<file path="config.mk">
export PLATFORM = sky130hd
export DESIGN_NAME = axi4_lite_cmd_mst
export DESIGN_NICKNAME = d
export VERILOG_FILES = /design/src/rtl/axi4_lite_cmd_mst_pkg.sv /design/src/rtl/axi4_lite_cmd_mst.sv
export SDC_FILE = /design/constraint.sdc
export NUM_CORES = 1
export LEC_CHECK = 0
export BUFFER_PORTS_ARGS = -buffer_cell sky130_fd_sc_hd__buf_4
export CORE_MARGIN = 3
export CORE_UTILIZATION = 41
export DETAILED_ROUTE_END_ITERATION = 16
export GPL_ROUTABILITY_DRIVEN = 0
export PLACE_DENSITY_LB_ADDON = 0.1
export SKIP_CTS_REPAIR_TIMING = 1
export SLEW_MARGIN = 10
export SYNTH_ARGS = -nofsm -noshare
export SYNTH_HDL_FRONTEND = slang
export SYNTH_SLANG_ARGS = --single-unit
</file>
<file path="constraint.sdc">
create_clock -name i_clk -period 2.59 [get_ports i_clk]
set_clock_uncertainty 0.15 [all_clocks]
set_input_delay 0 -clock i_clk [delete_from_list [all_inputs] [get_ports i_clk]]
set_output_delay 0 -clock i_clk [all_outputs]
set_load 0.05 [all_outputs]
</file>
<file path="src/rtl/axi4_lite_cmd_mst_pkg.sv">
// rtl/axi4_lite_cmd_mst_pkg.sv - shared types and constants for the AXI4-Lite command master
// Purpose: FSM state encoding, AXI response codes, and command/response record
//          types sized for the default 4-bit address / 32-bit data configuration.
// Ports:   none (package).
package axi4_lite_cmd_mst_pkg;

  typedef enum logic [2:0] {
    IDLE,
    WR,
    WR_B,
    RD_A,
    RD_D,
    RSP
  } state_t;

  localparam logic [1:0] RESP_OKAY   = 2'b00;
  localparam logic [1:0] RESP_EXOKAY = 2'b01;
  localparam logic [1:0] RESP_SLVERR = 2'b10;
  localparam logic [1:0] RESP_DECERR = 2'b11;

  localparam int CMD_ADDR_W = 4;
  localparam int CMD_DATA_W = 32;

  typedef struct packed {
    logic                    is_wr;
    logic [CMD_ADDR_W-1:0]   addr;
    logic [CMD_DATA_W-1:0]   wdata;
    logic [CMD_DATA_W/8-1:0] wstrb;
  } cmd_t;

  typedef struct packed {
    logic                  is_wr;
    logic [CMD_DATA_W-1:0] rdata;
    logic [1:0]            resp;
  } rsp_t;

endpackage

</file>
<file path="src/rtl/axi4_lite_cmd_mst.sv">
// rtl/axi4_lite_cmd_mst.sv - single-outstanding AXI4-Lite master driven by a command stream
// Purpose: accepts one read/write command at a time, runs it on the AXI4-Lite
//          master port and returns exactly one response beat.
// Ports:   i_clk/i_async_rst_n       clock, asynchronous active-low reset
//          i_cmd_* / o_cmd_ready     command stream (type, addr, wdata, wstrb)
//          o_rsp_* / i_rsp_ready     response stream (type echo, rdata, resp)
//          o_busy                    high whenever a command is in flight
//          o_m_axi_* / i_m_axi_*     AXI4-Lite master channels (AW, W, B, AR, R)
module axi4_lite_cmd_mst
  import axi4_lite_cmd_mst_pkg::*;
#(
  parameter int ADDR_BIT_WIDTH = 4,
  parameter int DATA_BIT_WIDTH = 32
) (
  input  logic                        i_clk,
  input  logic                        i_async_rst_n,
  input  logic                        i_cmd_valid,
  output logic                        o_cmd_ready,
  input  logic                        i_cmd_is_wr,
  input  logic [ADDR_BIT_WIDTH-1:0]   i_cmd_addr,
  input  logic [DATA_BIT_WIDTH-1:0]   i_cmd_wdata,
  input  logic [DATA_BIT_WIDTH/8-1:0] i_cmd_wstrb,
  output logic                        o_rsp_valid,
  input  logic                        i_rsp_ready,
  output logic                        o_rsp_is_wr,
  output logic [DATA_BIT_WIDTH-1:0]   o_rsp_rdata,
  output logic [1:0]                  o_rsp_resp,
  output logic                        o_busy,
  output logic [ADDR_BIT_WIDTH-1:0]   o_m_axi_awaddr,
  output logic [2:0]                  o_m_axi_awprot,
  output logic                        o_m_axi_awvalid,
  input  logic                        i_m_axi_awready,
  output logic [DATA_BIT_WIDTH-1:0]   o_m_axi_wdata,
  output logic [DATA_BIT_WIDTH/8-1:0] o_m_axi_wstrb,
  output logic                        o_m_axi_wvalid,
  input  logic                        i_m_axi_wready,
  input  logic [1:0]                  i_m_axi_bresp,
  input  logic                        i_m_axi_bvalid,
  output logic                        o_m_axi_bready,
  output logic [ADDR_BIT_WIDTH-1:0]   o_m_axi_araddr,
  output logic [2:0]                  o_m_axi_arprot,
  output logic                        o_m_axi_arvalid,
  input  logic                        i_m_axi_arready,
  input  logic [DATA_BIT_WIDTH-1:0]   i_m_axi_rdata,
  input  logic [1:0]                  i_m_axi_rresp,
  input  logic                        i_m_axi_rvalid,
  output logic                        o_m_axi_rready
);

  // Reset asserts asynchronously but is released two clocks after the pin
  // rises, so no flop leaves reset on a metastable edge.
  logic [1:0] rst_sync_q;
  logic       rst_n_int;

  always_ff @(posedge i_clk or negedge i_async_rst_n) begin
    if (!i_async_rst_n) begin
      rst_sync_q <= 2'b00;
    end else begin
      rst_sync_q <= {rst_sync_q[0], 1'b1};
    end
  end

  assign rst_n_int = rst_sync_q[1];

  state_t                      state_q;
  logic                        cmd_ready_q;
  logic                        awvalid_q, wvalid_q, bready_q, arvalid_q, rready_q;
  logic                        aw_done_q, w_done_q;
  logic                        aw_done_d, w_done_d;
  logic [ADDR_BIT_WIDTH-1:0]   awaddr_q, araddr_q;
  logic [DATA_BIT_WIDTH-1:0]   wdata_q;
  logic [DATA_BIT_WIDTH/8-1:0] wstrb_q;
  logic                        rsp_valid_q, rsp_is_wr_q;
  logic [DATA_BIT_WIDTH-1:0]   rsp_rdata_q;
  logic [1:0]                  rsp_resp_q;

  // AW and W complete independently; a channel counts as done from the cycle
  // its handshake lands, so both finishing together moves straight to WR_B.
  assign aw_done_d = aw_done_q | (awvalid_q & i_m_axi_awready);
  assign w_done_d  = w_done_q  | (wvalid_q  & i_m_axi_wready);

  always_ff @(posedge i_clk or negedge rst_n_int) begin
    if (!rst_n_int) begin
      state_q     <= IDLE;
      cmd_ready_q <= 1'b0;
      awvalid_q   <= 1'b0;
      wvalid_q    <= 1'b0;
      bready_q    <= 1'b0;
      arvalid_q   <= 1'b0;
      rready_q    <= 1'b0;
      aw_done_q   <= 1'b0;
      w_done_q    <= 1'b0;
      awaddr_q    <= '0;
      araddr_q    <= '0;
      wdata_q     <= '0;
      wstrb_q     <= '0;
      rsp_valid_q <= 1'b0;
      rsp_is_wr_q <= 1'b0;
      rsp_rdata_q <= '0;
      rsp_resp_q  <= RESP_OKAY;
    end else begin
      case (state_q)
        IDLE: begin
          cmd_ready_q <= 1'b1;
          if (i_cmd_valid && cmd_ready_q) begin
            cmd_ready_q <= 1'b0;
            awaddr_q    <= i_cmd_addr;
            araddr_q    <= i_cmd_addr;
            wdata_q     <= i_cmd_wdata;
            wstrb_q     <= i_cmd_wstrb;
            if (i_cmd_is_wr) begin
              awvalid_q <= 1'b1;
              wvalid_q  <= 1'b1;
              aw_done_q <= 1'b0;
              w_done_q  <= 1'b0;
              state_q   <= WR;
            end else begin
              arvalid_q <= 1'b1;
              state_q   <= RD_A;
            end
          end
        end
        WR: begin
          if (i_m_axi_awready) awvalid_q <= 1'b0;
          if (i_m_axi_wready)  wvalid_q  <= 1'b0;
          aw_done_q <= aw_done_d;
          w_done_q  <= w_done_d;
          if (aw_done_d && w_done_d) begin
            bready_q <= 1'b1;
            state_q  <= WR_B;
          end
        end
        WR_B: begin
          if (i_m_axi_bvalid) begin
            bready_q    <= 1'b0;
            rsp_valid_q <= 1'b1;
            rsp_is_wr_q <= 1'b1;
            rsp_rdata_q <= '0;
            rsp_resp_q  <= i_m_axi_bresp;
            state_q     <= RSP;
          end
        end
        RD_A: begin
          if (i_m_axi_arready) begin
            arvalid_q <= 1'b0;
            rready_q  <= 1'b1;
            state_q   <= RD_D;
          end
        end
        RD_D: begin
          if (i_m_axi_rvalid) begin
            rready_q    <= 1'b0;
            rsp_valid_q <= 1'b1;
            rsp_is_wr_q <= 1'b0;
            rsp_rdata_q <= i_m_axi_rdata;
            rsp_resp_q  <= i_m_axi_rresp;
            state_q     <= RSP;
          end
        end
        RSP: begin
          if (i_rsp_ready) begin
            rsp_valid_q <= 1'b0;
            cmd_ready_q <= 1'b1;
            state_q     <= IDLE;
          end
        end
        default: state_q <= IDLE;
      endcase
    end
  end

  assign o_cmd_ready     = cmd_ready_q;
  assign o_rsp_valid     = rsp_valid_q;
  assign o_rsp_is_wr     = rsp_is_wr_q;
  assign o_rsp_rdata     = rsp_rdata_q;
  assign o_rsp_resp      = rsp_resp_q;
  assign o_busy          = (state_q != IDLE);
  assign o_m_axi_awaddr  = awaddr_q;
  assign o_m_axi_awprot  = 3'b000;
  assign o_m_axi_awvalid = awvalid_q;
  assign o_m_axi_wdata   = wdata_q;
  assign o_m_axi_wstrb   = wstrb_q;
  assign o_m_axi_wvalid  = wvalid_q;
  assign o_m_axi_bready  = bready_q;
  assign o_m_axi_araddr  = araddr_q;
  assign o_m_axi_arprot  = 3'b000;
  assign o_m_axi_arvalid = arvalid_q;
  assign o_m_axi_rready  = rready_q;

endmodule

</file>
==> metrics.yaml <==
run_status: "complete, no violations"
drc_errors: 0
fin_setup_tns_ns: 0
comb_power_share_pct: 59.1
synthMuxAreaShare_pct: 13.65
fillCellCount: 598
ys_ff_latch: 89
grt_pass1_vias: 2829
fin_nets: 661
synthTopCellsByArea: "dfrtp_1, mux2_2, nand3_1"
grt_pass1_wl_um: 14080
hpwlAfterDp_um: 6534
layout.cells.most_common: "buf_4"
final_hold_viol_count: 0
grt_max_degree: 69
p_int_mw: 4.351
ios: 179
pwr-share-seq_pct: 28.6
cts.clk_slew.worst_paths_ns: 0.08
drv_cap: 0
vias: 3217
required_ns: 2.67
htree_levels: 3
dr.pass1.iters: 4
yosysTopAreaCellShare_pct: 60.46
grt_usage_pct: 17.68
cts-root-buf: "clkbuf_8"
crit_arrival_ns: 2.51
io_buffers: 172
cts_tree: "yes"
ant_nets: 0
die_height_um: 100.8
drtIter0Drc: 63
grt_overflow: 0
synth_top_family_by_area: "multiplexers"
rsz0062_at_grt: "false"
rows: 33
ys_seq_area_share_pct: 60.46
yosysWarnings: 0
setup_viol: 0
die_area_sq_um: 10160
die_w_um: 100.8
fin_crit_ns: 2.434
p_clk_share_pct: 12.3
startpoint_type: "register"
diodes: 0
clock_path_buffers: 2
area_delta_synth_final_pct: 66.75
start_util_pct: 43.52
hold_class: "input pin to register"
final_max_slew_viol_count: 0
clk-insertion-delay-late_ns: 0.34
core_area_sq_um: 8464
fmax_mhz: 410.9
final_cell_mix: "buf_4, dfrtp_1, dlygate4sd3_1"
viasPerCell: 4.696
antenna_found_initial: 0
numCtsBuffers: 9
switching_power_mw: 4.381
avgRoutedWirePerCell_um: 14.92
synthSimpleGateAreaFrac_pct: 8.084
syn_inst: 319
synthDistinctLibCells: 27
crit_type: "register to register"
avgSynthCellArea_sq_um: 11.55
synth_area_sq_um: 3684
power_mw: 8.732
wl_um: 10220
synth-compound-area-share_pct: 9.375
worstSetupEndpointType: "register"
switching_share_pct: 50.17
synth-xor-area-share_pct: 0
drive_gt1_share_pct: 41.72
numClockSinks: 89
power.density_nw_per_um2: 1422
peakVddDrop_mv: 0.8071
fin_crit_sh_pct: 93.96
synth_fa_ha_area_share_pct: 0
yosys.area.top_type: "dfrtp_1"
cp_max_fo: 23
p_leak_nw: 2.893
-- state kept, by name, summed over array words and instances (netlist names) --
register / cells
aw_done_q: 1
o_cmd_ready: 1
o_m_axi_araddr: 4
o_m_axi_arvalid: 1
o_m_axi_awvalid: 1
o_m_axi_bready: 1
o_m_axi_rready: 1
o_m_axi_wdata: 32
o_m_axi_wstrb: 4
o_m_axi_wvalid: 1
o_rsp_is_wr: 1
o_rsp_rdata: 32
o_rsp_resp: 2
o_rsp_valid: 1
rst_sync_q: 2
state_q: 3
w_done_q: 1
-- power groups by stage --
stage / sequential (mW) / combinational (mW) / clock [mW]
4_1_cts: 2.50 / 5.04 / 1.10
3_3_place_gp: 2.50 / 4.98 / 0
3_5_place_dp: 2.52 / 5.04 / 0
6_report: 2.50 / 5.16 / 1.07
5_1_grt: 2.60 / 5.44 / 1.17
2_1_floorplan: 4.63 / 1.43 / 0
-- through the flow --
stage / worst slack (ns) / utilization (%) / hold WS [ns] / instance area, sq um / std cells
global placement: 0.5797 / 59.56 / -0.3668 / 5041 / 582
global route: 0.01405 / 72.56 / 0.1888 / 6142 / 685
CTS: 0.4803 / 62.28 / -0.7502 / 5271 / 598
finish: 0.1563 / 72.56 / 0.1035 / 6142 / 685
floorplan: 0.6634 / - / -0.4456 / 3704 / 324
detailed placement: 0.4985 / 59.56 / -0.3667 / 5041 / 582
-- area by class of cell --
class                   instances  area (sq um)  area share, %
repair buffers                268          2242          36.50
flip-flops and latches         89          2231          36.32
multi-input cells             172          1176          19.15
clock buffers                  12         155.1          2.526
inverters                      35         131.4          2.139
well taps                     105         131.4          2.139
clock inverters                 4         75.07          1.222
-- synthesized netlist by cell type --
cell type,n
a21oi_1,16
dfrtp_1,89
mux2_2,42
o2111ai_1,1
a21o_1,1
nand3_1,34
mux2i_1,3
and3_1,1
clkbuf_1,7
nor3b_1,3
nor3_1,1
buf_4,16
buf_2,5
o21ai_0,33
a2111oi_4,1
nor2_1,10
o21ai_1,3
nand2_1,3
o21a_1,1
nand2b_1,4
inv_1,35
a211o_1,1
a31oi_1,4
nor2b_1,1
nand3b_1,1
nor4_1,1
conb_1,2
-- logic make-up (layout without fill, tap and decap cells) --
family | after synthesis | after routing
other cells | 2 | 7
compound gates | 61 | 61
mux | 45 | 45
simple gates | 59 | 59
flops | 89 | 89
buf+inv | 63 | 319
-- path summary, 6_finish.rpt --
path	startpoint	endpoint	slack, ns	cells past startpoint
max	state_q[0]	aw_done_q	0.16	5
min	i_cmd_valid	o_m_axi_arvalid	0.10	5
max reg2reg	state_q[0]	aw_done_q	0.16	5
min reg2reg	rst_sync_q[1]	o_m_axi_wdata[27]	0.15	0
max in group asynchronous	rst_sync_q[1]	o_rsp_rdata[12]	1.47	1
min in group asynchronous	rst_sync_q[1]	o_m_axi_wdata[27]	0.15	0
-- critical path: stages, from the launching register on --
cell           delay, ns
dfrtp_1             0.55
nor3_1              0.38
and3_2              0.25
buf_4               0.29
a21oi_1             0.12
dlygate4sd3_1       0.58
-- metal layers --
layer / part of all wire [%] / track usage (%)
met4: 1.3 / 6.528
met5: 0 / 0
met3: 8.1 / 5.121
met2: 49 / 26.99
met1: 41 / 23.94
Note: power is estimated with default switching activity, not from simulation.
